[src/rtl/dll_update_ctrl.sv]
// Bring-up, lock supervision and delay-code update sequencer for one DLL primitive.
// Optional periodic self-update is compiled in with `define DLL_UPD_PERIODIC_EN.
module dll_update_ctrl #(
  parameter int RST_CYCLES    = 16,
  parameter int LOCK_TIMEOUT  = 4096,
  parameter int UNLOCK_FILTER = 4,
  parameter int UPD_PULSE     = 2,
  parameter int UPD_PERIOD    = 1024,
  parameter int CNT_W         = 16
) (
  input  logic       CLKI,
  input  logic       RST,
  input  logic       START,
  input  logic       DLL_LOCK,
  input  logic [5:0] DLL_DCNTL,
  input  logic       UPD_REQ,
  output logic       DLL_RSTN,
  output logic       DLL_ALUHOLD,
  output logic       DLL_UDDCNTL,
  output logic       UPD_ACK,
  output logic       READY,
  output logic [5:0] DCNTL_OUT,
  output logic       ERR,
  output logic [2:0] STATE
);

  // Handshake: UPD_REQ is a level held by the requester until it sees the
  // one-cycle UPD_ACK; the request is sampled into req_q and acted on one
  // edge later, and the ACK cycle itself never starts a new update.
  typedef enum logic [2:0] {
    S_IDLE      = 3'd0,
    S_RSTDLL    = 3'd1,
    S_WAITLK    = 3'd2,
    S_LOCKED    = 3'd3,
    S_UPD_HOLD  = 3'd4,
    S_UPD_PULSE = 3'd5
  } state_t;

  localparam logic [CNT_W-1:0] RST_LAST   = CNT_W'(RST_CYCLES - 1);
  localparam logic [CNT_W-1:0] LOCK_LAST  = CNT_W'(LOCK_TIMEOUT - 1);
  localparam logic [CNT_W-1:0] UNL_LAST   = CNT_W'(UNLOCK_FILTER - 1);
  localparam logic [CNT_W-1:0] PULSE_LAST = CNT_W'(UPD_PULSE - 1);
  localparam logic [CNT_W-1:0] CNT_MAX    = '1;
  localparam logic [CNT_W-1:0] CNT_ONE    = CNT_W'(1);

  function automatic logic [CNT_W-1:0] sat_inc(input logic [CNT_W-1:0] v);
    return (v == CNT_MAX) ? v : v + CNT_ONE;
  endfunction

  state_t           state_q, state_d;
  logic [CNT_W-1:0] cnt_q, cnt_d;
  logic [CNT_W-1:0] unl_q, unl_d;
  logic             lock_s1_q, lock_s2_q;
  logic             req_q;
  logic             done_q, done_d;
  logic             by_req_q, by_req_d;
  logic             rstn_q, rstn_d;
  logic             hold_q, hold_d;
  logic             udd_q, udd_d;
  logic             ack_q, ack_d;
  logic             ready_q, ready_d;
  logic             err_q, err_d;
  logic [5:0]       dcntl_q, dcntl_d;
  logic             in_upd;
  logic             lock_lost;
  logic             trig_timer;

  assign in_upd = (state_q == S_LOCKED) || (state_q == S_UPD_HOLD) ||
                  (state_q == S_UPD_PULSE);

  // Lock-loss filter: consecutive low samples of the synced lock; any high clears it.
  always_comb begin
    unl_d     = '0;
    lock_lost = 1'b0;
    if (in_upd && !lock_s2_q) begin
      if (unl_q == UNL_LAST) lock_lost = 1'b1;
      else                   unl_d     = sat_inc(unl_q);
    end
  end

`ifdef DLL_UPD_PERIODIC_EN
  localparam logic [CNT_W-1:0] PERIOD_LAST = CNT_W'(UPD_PERIOD - 1);
  logic [CNT_W-1:0] tmr_q, tmr_d;

  // Counts only in settled LOCKED; the completion cycle belongs to the update.
  always_comb begin
    tmr_d = tmr_q;
    if (state_d != S_LOCKED)                   tmr_d = '0;
    else if (state_q == S_LOCKED && !done_q)   tmr_d = sat_inc(tmr_q);
  end

  assign trig_timer = (tmr_q == PERIOD_LAST);

  always_ff @(posedge CLKI) begin
    if (RST) tmr_q <= '0;
    else     tmr_q <= tmr_d;
  end
`else
  logic unused_period;
  assign unused_period = (UPD_PERIOD != 0);
  assign trig_timer    = 1'b0;
`endif

  always_comb begin
    state_d  = state_q;
    cnt_d    = cnt_q;
    err_d    = err_q;
    done_d   = 1'b0;
    by_req_d = by_req_q;
    dcntl_d  = dcntl_q;
    case (state_q)
      S_IDLE: begin
        if (START) begin
          state_d = S_RSTDLL;
          cnt_d   = '0;
          err_d   = 1'b0;
        end
      end
      S_RSTDLL: begin
        if (cnt_q == RST_LAST) begin
          state_d = S_WAITLK;
          cnt_d   = '0;
        end else begin
          cnt_d = sat_inc(cnt_q);
        end
      end
      S_WAITLK: begin
        if (lock_s2_q) begin
          state_d = S_LOCKED;
          cnt_d   = '0;
        end else if (cnt_q == LOCK_LAST) begin
          state_d = S_IDLE;
          cnt_d   = '0;
          err_d   = 1'b1;
        end else begin
          cnt_d = sat_inc(cnt_q);
        end
      end
      S_LOCKED: begin
        if (lock_lost) begin
          state_d = S_WAITLK;
          cnt_d   = '0;
        end else if (!done_q && (req_q || trig_timer)) begin
          state_d  = S_UPD_HOLD;
          by_req_d = req_q;
        end
      end
      S_UPD_HOLD: begin
        state_d = lock_lost ? S_WAITLK : S_UPD_PULSE;
        cnt_d   = '0;
      end
      S_UPD_PULSE: begin
        if (lock_lost) begin
          state_d = S_WAITLK;
          cnt_d   = '0;
        end else if (cnt_q == PULSE_LAST) begin
          state_d = S_LOCKED;
          cnt_d   = '0;
          done_d  = 1'b1;
          dcntl_d = DLL_DCNTL;
        end else begin
          cnt_d = sat_inc(cnt_q);
        end
      end
      default: begin
        state_d = S_IDLE;
        cnt_d   = '0;
      end
    endcase
  end

  // DLL-side outputs are registered images of the next state.
  always_comb begin
    rstn_d  = (state_d != S_IDLE) && (state_d != S_RSTDLL);
    hold_d  = (state_d != S_WAITLK) && (state_d != S_LOCKED);
    udd_d   = (state_d == S_UPD_PULSE);
    ready_d = (state_d == S_LOCKED);
    ack_d   = done_d && by_req_q;
  end

  always_ff @(posedge CLKI) begin
    if (RST) begin
      state_q   <= S_IDLE;
      cnt_q     <= '0;
      unl_q     <= '0;
      lock_s1_q <= 1'b0;
      lock_s2_q <= 1'b0;
      req_q     <= 1'b0;
      done_q    <= 1'b0;
      by_req_q  <= 1'b0;
      rstn_q    <= 1'b0;
      hold_q    <= 1'b1;
      udd_q     <= 1'b0;
      ack_q     <= 1'b0;
      ready_q   <= 1'b0;
      err_q     <= 1'b0;
      dcntl_q   <= '0;
    end else begin
      state_q   <= state_d;
      cnt_q     <= cnt_d;
      unl_q     <= unl_d;
      lock_s1_q <= DLL_LOCK;
      lock_s2_q <= lock_s1_q;
      req_q     <= UPD_REQ;
      done_q    <= done_d;
      by_req_q  <= by_req_d;
      rstn_q    <= rstn_d;
      hold_q    <= hold_d;
      udd_q     <= udd_d;
      ack_q     <= ack_d;
      ready_q   <= ready_d;
      err_q     <= err_d;
      dcntl_q   <= dcntl_d;
    end
  end

  assign DLL_RSTN    = rstn_q;
  assign DLL_ALUHOLD = hold_q;
  assign DLL_UDDCNTL = udd_q;
  assign UPD_ACK     = ack_q;
  assign READY       = ready_q;
  assign DCNTL_OUT   = dcntl_q;
  assign ERR         = err_q;
  assign STATE       = state_q;

endmodule

[config.mk]
export PLATFORM = sky130hd
export DESIGN_NAME = dll_update_ctrl
export DESIGN_NICKNAME = d
export VERILOG_FILES = /design/src/rtl/dll_update_ctrl.sv
export SDC_FILE = /design/constraint.sdc
export NUM_CORES = 1
export LEC_CHECK = 0
export BUFFER_PORTS_ARGS = -buffer_cell sky130_fd_sc_hd__buf_4
export CAP_MARGIN = 0
export CORE_UTILIZATION = 30
export DETAILED_ROUTE_END_ITERATION = 10
export GPL_TIMING_DRIVEN = 0
export PLACE_DENSITY = 0.49
export SETUP_SLACK_MARGIN = 0.02
export SKIP_CTS_REPAIR_TIMING = 1
export SYNTH_ARGS = -nofsm -noshare
export SYNTH_HDL_FRONTEND = slang
export SYNTH_SLANG_ARGS = --single-unit
export TNS_END_PERCENT = 20
[constraint.sdc]
create_clock -name CLKI -period 5.4 [get_ports CLKI]
set_input_delay 0.54 -clock CLKI [delete_from_list [all_inputs] [get_ports CLKI]]
set_output_delay 0.54 -clock CLKI [all_outputs]
set_load 0.005 [all_outputs]
==> run metrics <==
status=finished, final reports clean; Die Y=95.59 µm; final HPWL from detailed placement=4490 µm; Area growth syn-to-layout=16.00%; top-area cell type share of the netlist area=39.62%; Net Count, Synth=315; initial antenna violation count=0; Crit path arrival time=3.15 ns; Synth Instances=301; Clk Latency, worst-skew pair=0.30 ns; number of nets in the layout=348; Final Hold Viols=0; vias in the first global route=2097; min cycle time layout=2.929 ns; ys async rst share=0%; design area=0.003048 mm²; number of synthesized flops with an enable pin=0; cell area after synthesis=0.002628 mm²; core box area=0.008341 mm²; peak supply drop=90.91 µV; Worst Path Max Fanout=10; synthesized flop and latch total=52; die width=95.59 µm; share of layout cells above drive strength 1=16.72%; GRT Total Usage=14.79%; yosys synthesis warning count=0; Avg Synthesized Cell Area=8.729 µm²; TritonCTS clock tree=yes; routability cong.=0.7746; critical path class=flop to flop; residual DRC count=0; critical path data required time=5.62 ns; Ports=26; most common library cells after synthesis=dfxtp_1, nor2_1, nand2_1, a211oi_1, nor4_1; CTS HTree Levels=2; largest net degree at the start of global routing=17; FP Rows=33; Worst Hold Class=input port to flop; vias per cell=5.405; Startpoint Class=flop; count leader, synth=dfxtp_1; remaining antenna violation count=0; TritonRoute pass-1 iters=4; final slew viol count=0; Top FF cell, synth=dfxtp_1; RSZ-0062 raised after global routing=no; total inserted antenna cells=0; Num CTS Buffers=5; Pwr Density=220.6 mW/mm²; Yosys cell types=53; utilization after layout=36.54%; fmax=341.5 MHz; max cap viols=0; Starting Density=31.50%; worst-case clock skew=0.005573 ns; global-route wire length before repair=10530 µm; # setup viols final=0; CTS Root Buffer Type=clkbuf_8; Worst Setup End Kind=flop; largest cells by area after synthesis=dfxtp_1, nor2_1, a211oi_1; Tightest Pin Transition=0.8408 ns; Placed Cells incl. Taps=431; die area=0.009136 mm²; IO buf count=25; largest area contributor in the netlist=dfxtp_1; DP Area=0.002947 mm²; Final period util=54.23%; DR iter-0 viols=95; sequential fraction of the synthesis area=39.62%; Max Root-Sink Buffers=2; non-filler cells, final=440; Overflow after GRT=0; DR WL/cell=14.36 µm; Fillers=889; Clock transition at path regs=0.10 ns; Fin Setup TNS=0 ns; DR vias=2378; Leakage=0.0009831 µW; CTS sink cnt=52; Detailed Route WL=6318 µm; Rel. slew slack=43.43%
-- layer usage --
metal	track usage, %	wire (µm)	vias to the layer above
met5	0	0	-
met3	2.951	201	6
met2	23.39	2775	39
met4	3.856	48	0
met1	20.40	3292	1134
li1	-	-	1199
-- path summary, 6_finish.rpt --
kind              startpoint         to  cells after the start  slack [ns]
setup reg to reg    cnt_q[0]   cnt_q[1]                      8        2.47
hold reg to reg    lock_s1_q  lock_s2_q                      1        0.45
hold / removal      DLL_LOCK  lock_s1_q                      2        0.44
setup / recovery    cnt_q[0]   cnt_q[1]                      8        2.47
-- sequential cells by signal (all words and copies together), names as in the netlist --
signal,count
DLL_ALUHOLD,1
STATE,3
unl_q,16
cnt_q,16
UPD_ACK,1
READY,1
DCNTL_OUT,6
lock_s2_q,1
DLL_UDDCNTL,1
req_q,1
done_q,1
DLL_RSTN,1
ERR,1
lock_s1_q,1
by_req_q,1
-- report_power, final --
part	internal [µW]	switching (µW)
clock network	105	136
logic	16.9	26.0
registers	386	2.48
-- area by class of cell --
type / instances / area [µm²] / share of cell area (%)
Buffer: 15 / 93.84 / 3.079
Clock buffer: 6 / 82.58 / 2.709
Clock inverter: 2 / 13.76 / 0.4516
Inverter: 9 / 33.78 / 1.108
Multi-Input combinational cell: 225 / 1459 / 47.87
Sequential cell: 52 / 1041 / 34.15
Tap cell: 105 / 131.4 / 4.310
Timing Repair Buffer: 26 / 192.7 / 6.322
-- cells by family (layout without fill, tap and decap cells) --
group / after synthesis / after routing / share of synthesized area [%]
xor+xnor: 12 / 12 / 4.000
simple gates: 143 / 143 / 30.38
flops: 52 / 52 / 39.62
fa+ha+maj: 3 / 3 / 1.429
buf+inv: 24 / 58 / 4.857
compound gates: 59 / 59 / 16.67
mux: 8 / 8 / 3.048
-- layout by cell type (no fill, tap or decap), types with 6 or more instances in the layout --
master	Yosys	final
dfxtp_1	52	52
nor2_1	35	35
buf_4	2	27
nand2_1	20	20
nor4_1	13	13
a211oi_1	13	13
or4_1	12	12
nand3_1	12	12
xnor2_1	11	11
inv_1	9	9
a21oi_1	9	9
o21ai_0	9	9
nor3_1	8	8
nand4_1	8	8
mux2i_1	8	8
o31ai_1	8	8
clkbuf_8	1	7
nor2b_1	7	7
clkbuf_1	6	6
-- worst max-delay path, stage by stage (launching register included) --
cell	delay (ns)
dfxtp_1	0.44
ha_1	0.21
nand3_1	0.31
or4_1	0.68
nor2_1	0.40
buf_4	0.26
buf_4	0.20
o21ai_0	0.09
a211oi_1	0.25
-- through the flow --
| step | hold slack, ns | worst slack [ns] | power (µW) |
|---|---|---|---|
| after global placement | 0.4188 | 2.500 | 440.4 |
| after floorplan | 0.4138 | 3.078 | 422.5 |
| after CTS | 0.4332 | 2.501 | 684.1 |
| final | 0.4410 | 2.471 | 672.5 |
| after global routing | 0.4357 | 2.292 | 702.1 |
| after detailed placement | 0.4256 | 2.525 | 440.3 |
Note: power is estimated with default switching activity, not from simulation.
